### config.mk
export PLATFORM = sky130hd
export DESIGN_NAME = sprite_fetch_scheduler_flat
export DESIGN_NICKNAME = d
export VERILOG_FILES = /design/src/rtl/sprite_fetch_scheduler_pkg.sv /design/src/rtl/sprite_fetch_scheduler_if.sv /design/src/rtl/sprite_fetch_scheduler_slot_hit.sv /design/src/rtl/sprite_fetch_scheduler.sv /design/src/flat_wrapper.sv
export SDC_FILE = /design/constraint.sdc
export NUM_CORES = 1
export LEC_CHECK = 0
export ABC_AREA = 0
export CORE_MARGIN = 1.5
export CORE_UTILIZATION = 55
export DETAILED_ROUTE_END_ITERATION = 10
export GPL_TIMING_DRIVEN = 0
export MAX_ROUTING_LAYER = met4
export PLACE_DENSITY_LB_ADDON = 0.2
export SYNTH_ARGS = -nofsm -noshare
export SYNTH_HDL_FRONTEND = slang
export SYNTH_SLANG_ARGS = --single-unit
### constraint.sdc
create_clock -name vga_clk -period 9.3 [get_ports vga_clk]
set_clock_uncertainty 0.15 [all_clocks]
set_input_delay 0.93 -clock vga_clk [delete_from_list [all_inputs] [get_ports vga_clk]]
set_output_delay 0.93 -clock vga_clk [all_outputs]
set_load 0.02 [all_outputs]
### src/rtl/sprite_fetch_scheduler_pkg.sv
// Shared types and constants for the sprite fetch scheduler.
package sprite_sched_pkg;
    localparam int H_ACTIVE = 640;
    localparam int V_ACTIVE = 480;

    typedef struct packed {
        logic [9:0] x;
        logic [9:0] y;
        logic       vis;
    } slot_t;
endpackage

### src/rtl/sprite_fetch_scheduler_if.sv
// Config port of the sprite fetch scheduler: slot position writes and pending flag.
interface sprite_fetch_scheduler_if #(
    parameter int N_SLOTS = 4
);
    localparam int SLOT_W = (N_SLOTS > 1) ? $clog2(N_SLOTS) : 1;

    logic              cfg_we;
    logic [SLOT_W-1:0] cfg_slot;
    logic [9:0]        cfg_x;
    logic [9:0]        cfg_y;
    logic              cfg_vis;
    logic              cfg_pending;

    modport master (output cfg_we, cfg_slot, cfg_x, cfg_y, cfg_vis, input cfg_pending);
    modport slave  (input cfg_we, cfg_slot, cfg_x, cfg_y, cfg_vis, output cfg_pending);
endinterface

### src/rtl/sprite_fetch_scheduler_slot_hit.sv
// One sprite slot: coverage test of (DrawX, DrawY) and the sprite-local ROM address.
module sprite_slot_hit
    import sprite_sched_pkg::*;
#(
    parameter int SPRITE_W = 35,
    parameter int SPRITE_H = 35,
    parameter int ADDR_W   = 11
) (
    input  slot_t             i_slot,
    input  logic [9:0]        i_x,
    input  logic [9:0]        i_y,
    output logic              o_hit,
    output logic [ADDR_W-1:0] o_addr
);
    // 11-bit compares so sx+SPRITE_W-1 never wraps near the right/bottom edge.
    logic [10:0] w_x, w_y, w_sx, w_sy, w_dx, w_dy;

    assign w_x  = {1'b0, i_x};
    assign w_y  = {1'b0, i_y};
    assign w_sx = {1'b0, i_slot.x};
    assign w_sy = {1'b0, i_slot.y};
    assign w_dx = w_x - w_sx;
    assign w_dy = w_y - w_sy;

    assign o_hit = i_slot.vis
                && (w_x >= w_sx) && (w_x <= w_sx + 11'(SPRITE_W - 1))
                && (w_y >= w_sy) && (w_y <= w_sy + 11'(SPRITE_H - 1));

    assign o_addr = ADDR_W'(32'(w_dy) * 32'(SPRITE_W) + 32'(w_dx));
endmodule

### src/rtl/sprite_fetch_scheduler.sv
// Shares one sprite ROM between N_SLOTS positioned sprites: hit/grant, ROM address, aligned palette index.
module sprite_fetch_scheduler
    import sprite_sched_pkg::*;
#(
    parameter int N_SLOTS         = 4,
    parameter int SPRITE_W        = 35,
    parameter int SPRITE_H        = 35,
    parameter int ADDR_W          = 11,
    parameter int IDX_W           = 1,
    parameter int TRANSPARENT_IDX = 0
) (
    input  logic              vga_clk,
    input  logic              reset,
    input  logic [9:0]        DrawX,
    input  logic [9:0]        DrawY,
    input  logic              blank,
    sprite_fetch_scheduler_if.slave cfg,
    output logic [ADDR_W-1:0] rom_address,
    input  logic [IDX_W-1:0]  rom_q,
    output logic [IDX_W-1:0]  pix_index,
    output logic              pix_hit,
    output logic              pix_blank
);
    localparam int SLOT_W = (N_SLOTS > 1) ? $clog2(N_SLOTS) : 1;

    slot_t r_stage  [N_SLOTS];
    slot_t r_active [N_SLOTS];
    logic  r_pending;
    logic [ADDR_W-1:0] r_addr;
    logic  r_hit0;
    logic [1:0] r_blank_pipe;
    logic [IDX_W-1:0] r_idx;
    logic  r_hit;

    logic [N_SLOTS-1:0]             w_hit;
    logic [N_SLOTS-1:0][ADDR_W-1:0] w_addr_s;
    logic              w_any;
    logic [ADDR_W-1:0] w_addr;
    logic              w_fs;
    logic              w_slot_ok;
    logic              w_wr;

    for (genvar g = 0; g < N_SLOTS; g++) begin : g_slot
        sprite_slot_hit #(
            .SPRITE_W(SPRITE_W), .SPRITE_H(SPRITE_H), .ADDR_W(ADDR_W)
        ) u_hit (
            .i_slot(r_active[g]), .i_x(DrawX), .i_y(DrawY),
            .o_hit(w_hit[g]), .o_addr(w_addr_s[g])
        );
    end

    // Slot indices past N_SLOTS only exist when N_SLOTS is not a power of two.
    if ((1 << SLOT_W) > N_SLOTS) begin : g_slot_chk
        assign w_slot_ok = (int'(cfg.cfg_slot) < N_SLOTS);
    end else begin : g_slot_all
        assign w_slot_ok = 1'b1;
    end

    assign w_fs = (DrawX == 10'd0) && (DrawY == 10'd0);
    assign w_wr = cfg.cfg_we && w_slot_ok;

    // Scan high to low so the lowest-index hit is the final assignment and wins.
    always_comb begin
        w_any  = 1'b0;
        w_addr = '0;
        for (int i = N_SLOTS - 1; i >= 0; i--) begin
            if (blank && w_hit[i]) begin
                w_any  = 1'b1;
                w_addr = w_addr_s[i];
            end
        end
    end

    always_ff @(posedge vga_clk) begin
        if (reset) begin
            for (int i = 0; i < N_SLOTS; i++) begin
                r_stage[i]  <= '0;
                r_active[i] <= '0;
            end
            r_pending    <= 1'b0;
            r_addr       <= '0;
            r_hit0       <= 1'b0;
            r_blank_pipe <= '0;
            r_idx        <= '0;
            r_hit        <= 1'b0;
        end else begin
            // Active takes the pre-write staging value when a write coincides with frame start.
            if (w_fs) begin
                for (int i = 0; i < N_SLOTS; i++) r_active[i] <= r_stage[i];
            end
            if (w_wr) begin
                r_stage[cfg.cfg_slot] <= {cfg.cfg_x, cfg.cfg_y, cfg.cfg_vis};
                r_pending             <= 1'b1;
            end else if (w_fs) begin
                r_pending <= 1'b0;
            end
            r_addr       <= w_addr;
            r_hit0       <= w_any;
            r_blank_pipe <= {r_blank_pipe[0], blank};
            r_idx        <= rom_q;
            r_hit        <= r_hit0 && (rom_q != IDX_W'(TRANSPARENT_IDX));
        end
    end

    assign cfg.cfg_pending = r_pending;
    assign rom_address     = r_addr;
    assign pix_index       = r_idx;
    assign pix_hit         = r_hit;
    assign pix_blank       = r_blank_pipe[1];
endmodule
### src/flat_wrapper.sv
// flat-port wrapper written by rule: the top's interface ports become plain ports
module sprite_fetch_scheduler_flat import sprite_sched_pkg::*;
#(
    parameter int N_SLOTS         = 4,
    parameter int SPRITE_W        = 35,
    parameter int SPRITE_H        = 35,
    parameter int ADDR_W          = 11,
    parameter int IDX_W           = 1,
    parameter int TRANSPARENT_IDX = 0
)
  (vga_clk, reset, DrawX, DrawY, blank, rom_address, rom_q, pix_index, pix_hit, pix_blank, cfg_cfg_we, cfg_cfg_slot, cfg_cfg_x, cfg_cfg_y, cfg_cfg_vis, cfg_cfg_pending);
  sprite_fetch_scheduler_if #(.N_SLOTS(N_SLOTS)) cfg_i ();
  input  logic vga_clk;
  input  logic reset;
  input  logic [9:0] DrawX;
  input  logic [9:0] DrawY;
  input  logic blank;
  output logic [ADDR_W-1:0] rom_address;
  input  logic [IDX_W-1:0] rom_q;
  output logic [IDX_W-1:0] pix_index;
  output logic pix_hit;
  output logic pix_blank;
  input wire logic [$bits(cfg_i.cfg_we)-1:0] cfg_cfg_we;
  input wire logic [$bits(cfg_i.cfg_slot)-1:0] cfg_cfg_slot;
  input wire logic [$bits(cfg_i.cfg_x)-1:0] cfg_cfg_x;
  input wire logic [$bits(cfg_i.cfg_y)-1:0] cfg_cfg_y;
  input wire logic [$bits(cfg_i.cfg_vis)-1:0] cfg_cfg_vis;
  output wire logic [$bits(cfg_i.cfg_pending)-1:0] cfg_cfg_pending;
  assign cfg_i.cfg_we = cfg_cfg_we;
  assign cfg_i.cfg_slot = cfg_cfg_slot;
  assign cfg_i.cfg_x = cfg_cfg_x;
  assign cfg_i.cfg_y = cfg_cfg_y;
  assign cfg_i.cfg_vis = cfg_cfg_vis;
  assign cfg_cfg_pending = cfg_i.cfg_pending;
  sprite_fetch_scheduler #(.N_SLOTS(N_SLOTS), .SPRITE_W(SPRITE_W), .SPRITE_H(SPRITE_H), .ADDR_W(ADDR_W), .IDX_W(IDX_W), .TRANSPARENT_IDX(TRANSPARENT_IDX)) u_core (.vga_clk(vga_clk), .reset(reset), .DrawX(DrawX), .DrawY(DrawY), .blank(blank), .cfg(cfg_i), .rom_address(rom_address), .rom_q(rom_q), .pix_index(pix_index), .pix_hit(pix_hit), .pix_blank(pix_blank));
endmodule
==> results of run 1 <==
[report_power, final]
group	switching [mW]	internal, mW	leakage [nW]
sequential	0.0174	0.945	1.86
combinational	1.30	1.04	6.32
clock	0.377	0.365	0.290
[area by class of cell]
class / instances / area share
inverters: 300 / 0.0588
repair buffers: 64 / 0.0345
plain buffers: 23 / 0.00490
clock buffers: 18 / 0.0224
clock inverters: 14 / 0.00875
well taps: 396 / 0.0259
flip-flops and latches: 185 / 0.281
multi-input cells: 1182 / 0.564
[path summary, 6_finish.rpt]
| path | endpoint |
|---|---|
| max | u_core.rom_address[10] |
| min | u_core.pix_hit |
| min reg2reg | u_core.pix_hit |
| max reg2reg | u_core.rom_address[10] |
[worst max-delay path, cell delays in order]
cell                              delay, ns
sky130_fd_sc_hd__clkdlybuf4s50_1       1.04
sky130_fd_sc_hd__inv_1                 0.16
sky130_fd_sc_hd__fa_1                  0.48
sky130_fd_sc_hd__nor2b_1               0.12
sky130_fd_sc_hd__o21ai_0               0.12
sky130_fd_sc_hd__a21boi_0              0.26
sky130_fd_sc_hd__o21ai_0               0.14
sky130_fd_sc_hd__nor2b_1               0.16
sky130_fd_sc_hd__xnor2_1               0.37
sky130_fd_sc_hd__inv_1                 0.10
sky130_fd_sc_hd__fa_1                  0.49
sky130_fd_sc_hd__inv_1                 0.05
sky130_fd_sc_hd__fa_1                  0.53
sky130_fd_sc_hd__inv_1                 0.05
sky130_fd_sc_hd__fa_1                  0.53
sky130_fd_sc_hd__inv_1                 0.04
sky130_fd_sc_hd__ha_1                  0.30
sky130_fd_sc_hd__o21ai_0               0.15
sky130_fd_sc_hd__o21bai_1              0.16
sky130_fd_sc_hd__a21o_1                0.20
sky130_fd_sc_hd__a21oi_1               0.22
sky130_fd_sc_hd__xnor3_1               0.26
sky130_fd_sc_hd__xor2_1                0.38
sky130_fd_sc_hd__a221oi_2              0.18
sky130_fd_sc_hd__a2111oi_2             0.30
[per-stage QoR]
stage	cells	utilization
5_1_grt	2182	0.622
3_3_place_gp	2148	0.601
6_report	2182	0.622
3_5_place_dp	2150	0.602
2_1_floorplan	1690	-
4_1_cts	2182	0.622
[logic make-up after synthesis]
family                     synth area share
buffers and inverters                0.0701
and+or+nand+nor                       0.130
DFF                                   0.309
adders and majority gates             0.309
muxes                               0.00115
xor gates and xnor gates             0.0723
AOI/OAI and AO/OA                     0.108
[cell usage after synthesis (all sizes together) (5+ instances only)]
cell      n
a211o     8
a211oi   14
a21o     28
a21oi    60
a221oi    8
a31oi     8
a41oi    10
and2    172
and3     11
clkbuf   19
dfxtp    17
edfxtp  168
fa       96
ha      276
inv     300
nand2    39
nand2b   14
nand3    24
nand4    13
nor2     54
nor2b    15
nor3     21
nor4     16
o211ai    8
o21a     14
o21ai    52
o21bai   15
o31ai     5
o32ai     7
o41ai     6
or2       6
xnor2   108
xor2     20
[per-layer routing]
layer  GRT usage  routed length, um  vias up
li1            -                  -     5976
met1       0.364              19500     5765
met2       0.416              18000      361
met3      0.0341               2310       76
met4      0.0854               1130        0
met5           -                  0        -
[cell usage in the layout, fill, tap and decap left out, types with 26 or more instances in the layout]
cell	n
sky130_fd_sc_hd__a21o_1	26
sky130_fd_sc_hd__inv_1	300
sky130_fd_sc_hd__fa_1	96
sky130_fd_sc_hd__xnor2_1	106
sky130_fd_sc_hd__o21ai_0	47
sky130_fd_sc_hd__ha_1	276
sky130_fd_sc_hd__a21oi_1	59
sky130_fd_sc_hd__clkdlybuf4s50_1	62
sky130_fd_sc_hd__nand2_1	38
sky130_fd_sc_hd__and2_1	172
sky130_fd_sc_hd__edfxtp_1	168
sky130_fd_sc_hd__nor2_1	54
[state kept, by name (all words and copies together) (netlist names)]
signal	cells
u_core.r_blank_pipe	2
u_core.pix_index	1
u_core.cfg.cfg_pending	1
u_core.rom_address	11
u_core.r_stage	84
u_core.r_hit0	1
u_core.pix_hit	1
u_core.r_active	84
==> run summary, run 1 <==
The run finished with clean final reports. Summing all multi-input logic gate instances after layout gives 0.0108 sq mm. The weighted congestion at the end of routability-driven global placement came out at 0.960. The cell area after layout came out at 0.0192 sq mm. The post-route worst hold slack is 0.280 ns. Of the cells placed in the final design, the portion with a size suffix greater than 1 is 0.0358.

Gates resized during post-CTS repair numbered 0. The share of synthesized area in the top cell type comes to 0.290. In this run the critical register-to-register path is launched from u_core.r_active[3][1]. The maximum level of the CTS H-tree is 4. TritonCTS built the clock tree.

The maximum operating frequency is 0.132 GHz. The number of cells on the worst reg-to-reg path is 24. The setup slack of the most critical reg-to-reg path came out at 2.89 ns.

The number of top-level pins is 63. In the final timing run, aggregate negative setup slack is 0 ns. The average vias per placed instance is 5.58. The total number of yosys warnings came out at 0.

The least setup slack across all paths after layout came out at 1.73 ns. The highest fanout seen on the critical path is 13. Summing over every cut layer, the via total after detailed routing is 12.2k. The diode insertion count for antenna repair came out at 0.

The number of CTS-inserted buffers is 17. The count of routing violations after the opening detailed-route iteration came out at 779. The power density over cell area came out at 211 mW/mm^2.

After global routing the overflow that remains totals 0. Before antenna repair, the detailed router went through 5 iterations. The endpoint arrival time on the critical path came out at 7.76 ns. The startpoint class of the critical path is an input pin. The worst path needs 7.57 ns of the cycle, external delays included. The mapped netlist covers 0.0174 sq mm.

The first global-routing pass estimated 64800 um of wire. The total placed instance area came out at 0.0186 sq mm. The detailed placement HPWL came out at 33600 um.

Tracing the worst setup path back leads to its startpoint at DrawY[1]. The hold path startpoint is u_core.r_hit0. The most used flip-flop cell after synthesis is sky130_fd_sc_hd__edfxtp_1. The share of the Yosys chip area taken by registers is 0.309. In this run the worst hold path is classified as register to register. STA classifies the critical path endpoint as a register. The post-route DRC violation count is 0. The wire length per cell after detailed routing is 18.7 um.

Of the available clock period, the critical path in the final layout requires 0.814. By area the synthesized netlist is led by sky130_fd_sc_hd__edfxtp_1 29%, sky130_fd_sc_hd__ha_1 20%, sky130_fd_sc_hd__fa_1 11%, sky130_fd_sc_hd__inv_1 6.5%, sky130_fd_sc_hd__and2_1 6.2%. Along the worst hold path, the cell count comes to 1.

The row count came out at 64. The tree is rooted in a sky130_fd_sc_hd__clkbuf_16. The netlist uses 74 different library cells. Setup repair after global routing left no endpoint under its margin.

The gate count of the mapped netlist is 1690. The flip-flop and latch area came out at 0.00539 sq mm. The cell leakage power is 8.46 nW.

The max capacitance violation total came out at 0. The total die area came out at 0.0327 sq mm. Entering global routing, the biggest net connects 37 pins. Summed over all instances, the cell type with the most area after synthesis is sky130_fd_sc_hd__edfxtp_1. The headroom to the max-slew limit came out at 0.300.

The layout has 2514 filler cells. The mean instance size in the synthesized netlist came out at 10.3 sq um. The overall routing resource usage came out at 0.267. The net count of the finished layout is 2193. Clock-pin slew was measured on the worst setup and hold paths at 0.08 ns.

The critical path is of the input pin to register type. The total nets after synthesis is 2110. The transition time at the pin with the least slew margin is 1.05 ns. The worst-case IR drop observed on VDD is 0.156 mV. The number of buffers inserted for hold repair after clock tree synthesis came out at 0. The number of sinks on the clock net is 185.

The starting utilization of the core area is 0.564. Yosys mapped a number of flops with a built-in enable equal to 168. Input and output buffers added on the ports amount to 62. The later pin in the worst-skew pair is clocked with a latency of 0.44 ns. The post-CTS repair timing setup buffer count is 0.

The setup slack after placement is 1.30 ns. The via count of the first global-routing pass is 12.0k. For this block, the routed nets add up to 40900 um of wire.

Compared with the post-synthesis result, the final layout area differs by 10.1%. The share of synthesized flip-flops with an asynchronous set or reset came out at 0. The post-route total power came out at 4.05 mW. The total of flip-flops plus latches after synthesis came out at 185. The number of hold violations in the final report is 0. At the worst endpoint, the required time is 9.49 ns. The residual antenna-violating net count after detailed routing is 0. The initial antenna violation count is 0. The count of final max-slew check failures came out at 0.

The floorplan step set the die height to 181 um. The final-report setup violation count is 0. The floorplan die width came out at 181 um.

The deepest clock path buffer count came out at 2. The core outline area came out at 0.0308 sq mm.
(Power assumes the default switching activity.)
==> run 2, diff against run 1 <==
clock period = 7.7 ns   (was 9.3 ns; I/O delays follow)
==> run 2 against run 1 <==
Clock-buffer cell count unchanged; sequential power up 20%; clock power up 21%; final area about the same; die area unchanged; non-clock buffer count unchanged; worst setup slack worse by 1.2 ns; total power up 21%; cell count unchanged; global-route usage unchanged; flip-flop and latch count unchanged; register-to-register slack worse by 1.6 ns; largest power group unchanged.
==> run summary, run 2 (synthesis gave the netlist of run 1 again) <==
The run finished with clean final reports. The total detailed-routing wirelength came out at 40900 um. The sequential share of power came out at 0.238. The clock power share came out at 0.184. The critical path in this run is classified as input pin to register. The aggregate global routing overflow is 0. The weighted congestion at the end of routability-driven global placement came out at 0.960. The most numerous cell type found on the critical path is sky130_fd_sc_hd__inv_1. Relative to the synthesized area, the layout overhead comes to 10.2%.

The number of CTS-inserted buffers came out at 17. 0 antenna diodes ended up in the layout. The net count of the finished layout came out at 2193. For this design the ratio of total power to cell area is 255 mW/mm^2. In the layout the commonest cells are 300 x sky130_fd_sc_hd__inv_1, 276 x sky130_fd_sc_hd__ha_1, 172 x sky130_fd_sc_hd__and2_1, 168 x sky130_fd_sc_hd__edfxtp_1, 106 x sky130_fd_sc_hd__xnor2_1. The share of the clock period used by the worst path after layout came out at 0.936. The overall routing resource usage is 0.267.

The height of the die came out at 181 um. Among all stages on the critical path, the largest delay is contributed by sky130_fd_sc_hd__clkdlybuf4s50_1. Setup repair after global routing left no endpoint under its margin. The non-filler instance count after layout is 2182. The switching power of the nets is 2.05 mW. Post-CTS repair changed the size of 0 cells. The number of buffers inserted for hold repair after clock tree synthesis is 0. The final-report setup violation count came out at 0.

The number of hold violations in the final report came to 0. Dividing the detail-routed via count by the number of cells gives 5.58. The post-route setup TNS is 0 ns.

The headroom to the max-slew limit came out at 0.323. The worst hold path belongs to the class register to register. Of the total power, the share spent switching nets is 0.420. The detailed placement HPWL is 33600 um.

The buffer type at the clock tree root is sky130_fd_sc_hd__clkbuf_16. The overall via count from detail_route is 12.2k. The highest fanout seen on the critical path came out at 4. STA classifies the critical path endpoint as a register. The floorplan die width is 181 um. The core occupancy in the finished layout is 0.622. The first TritonRoute pass finished after 5 iterations. The largest net degree at the start of global routing came out at 37.

The cell leakage power is 8.47 nW. The count of final max-slew check failures is 0. The combinational fraction of design power is 0.579.

The startpoint class of the critical path is an input pin. The fraction of layout cells with a size suffix above 1 came out at 0.0358. The library cell used most frequently in the layout, excluding fill and tap cells, is sky130_fd_sc_hd__inv_1. The transition time at the pin with the least slew margin is 1.01 ns. The instance count after placement with tap cells included came out at 2150. The final period demand of the worst path came out at 7.20 ns.

The internal power consumption came out at 2.84 mW. The required time reported for the critical path endpoint is 7.89 ns. The wire length per cell after detailed routing is 18.7 um. The clock-pin slew of the registers on the worst-case setup and hold paths came out at 0.09 ns.

The starting utilization of the core area is 0.564. The initial antenna violation count is 0. The clock reaches the later pin of the worst-skew pair after 0.44 ns. The maximum cell stage delay along the critical path is 0.58 ns. The largest voltage drop on the vdd net is 0.188 mV.

The endpoint arrival time on the critical path came out at 7.39 ns. The core outline area is 0.0308 sq mm. The post-route total power came out at 4.89 mW. The post-CTS repair timing setup buffer count came out at 0. The row count came out at 64. TritonCTS built the clock tree. The post-route DRC violation count came out at 0. The maximum operating frequency is 0.139 GHz. The number of top-level pins is 63. The die covers 0.0327 sq mm.

Clock tree synthesis found a total of 185 sinks. The maximum level of the CTS H-tree is 4. The post-route worst hold slack came out at 0.280 ns. The residual antenna-violating net count after detailed routing is 0. The via count of the first global-routing pass came out at 12.0k. Counting along the longest clock path gives a buffer depth of 2. The first-pass GRT wire length came out at 64800 um. The number of input and output port buffers inserted is 62. The max capacitance violation total is 0.

The detailed router finished its first iteration with 773 violations.
[run 2: changes by cell type in the layout (fill, tap and decap cells not counted)]
| cell | previous run | this run |
|---|---|---|
| sky130_fd_sc_hd__clkdlybuf4s50_1 | 62 | 61 |
| sky130_fd_sc_hd__dlymetal6s2s_1 | 0 | 1 |
[run 2: layout make-up]
type,instances,area (sq um)
multi-input cells,1182,10800
well taps,396,495
repair buffers,64,663
flip-flops and latches,185,5390
fillers,2514,11700
clock inverters,14,168
clock buffers,18,429
plain buffers,23,93.8
inverters,300,1130
[run 2: per-stage QoR]
stage          instance area (sq um)  setup slack [ns]
2_1_floorplan                  17400              1.54
3_3_place_gp                   18500            -0.733
3_5_place_dp                   18600            -0.142
4_1_cts                        19200             0.270
5_1_grt                        19200            0.0929
6_report                       19200             0.495
[run 2: power groups by stage]
stage | Combinational (mW) | Sequential [mW] | Clock, mW
2_1_floorplan | 2.12 | 1.18 | 0
3_3_place_gp | 2.75 | 1.19 | 0
3_5_place_dp | 2.82 | 1.19 | 0
4_1_cts | 2.84 | 1.16 | 0.902
5_1_grt | 3.19 | 1.17 | 0.945
6_report | 2.83 | 1.16 | 0.897
[run 2: metal layers]
metal	share of wire	GRT usage	up-vias
met3	0.054	0.0341	77
li1	-	-	5976
met1	0.48	0.364	5764
met2	0.44	0.416	351
met5	0	-	-
met4	0.027	0.0854	0
[run 2: final timing paths]
kind,from,to,slack [ns],cells after the start
worst min register to register,u_core.r_hit0,u_core.pix_hit,0.28,1
worst max register to register,u_core.r_active[3][1],u_core.rom_address[10],1.29,24
worst max-delay path,DrawY[0],u_core.rom_address[10],0.50,26
worst min-delay path,u_core.r_hit0,u_core.pix_hit,0.28,1
[run 2: worst max-delay path: cells and delay by family]
family | cells | cell delay (ns)
adder cells (fa/ha/maj) | 6 | 2.56
AND/OR/NAND/NOR | 2 | 0.28
XOR/XNOR | 3 | 1.01
buffers and inverters | 6 | 1.01
AO/OA/AOI/OAI | 9 | 1.73
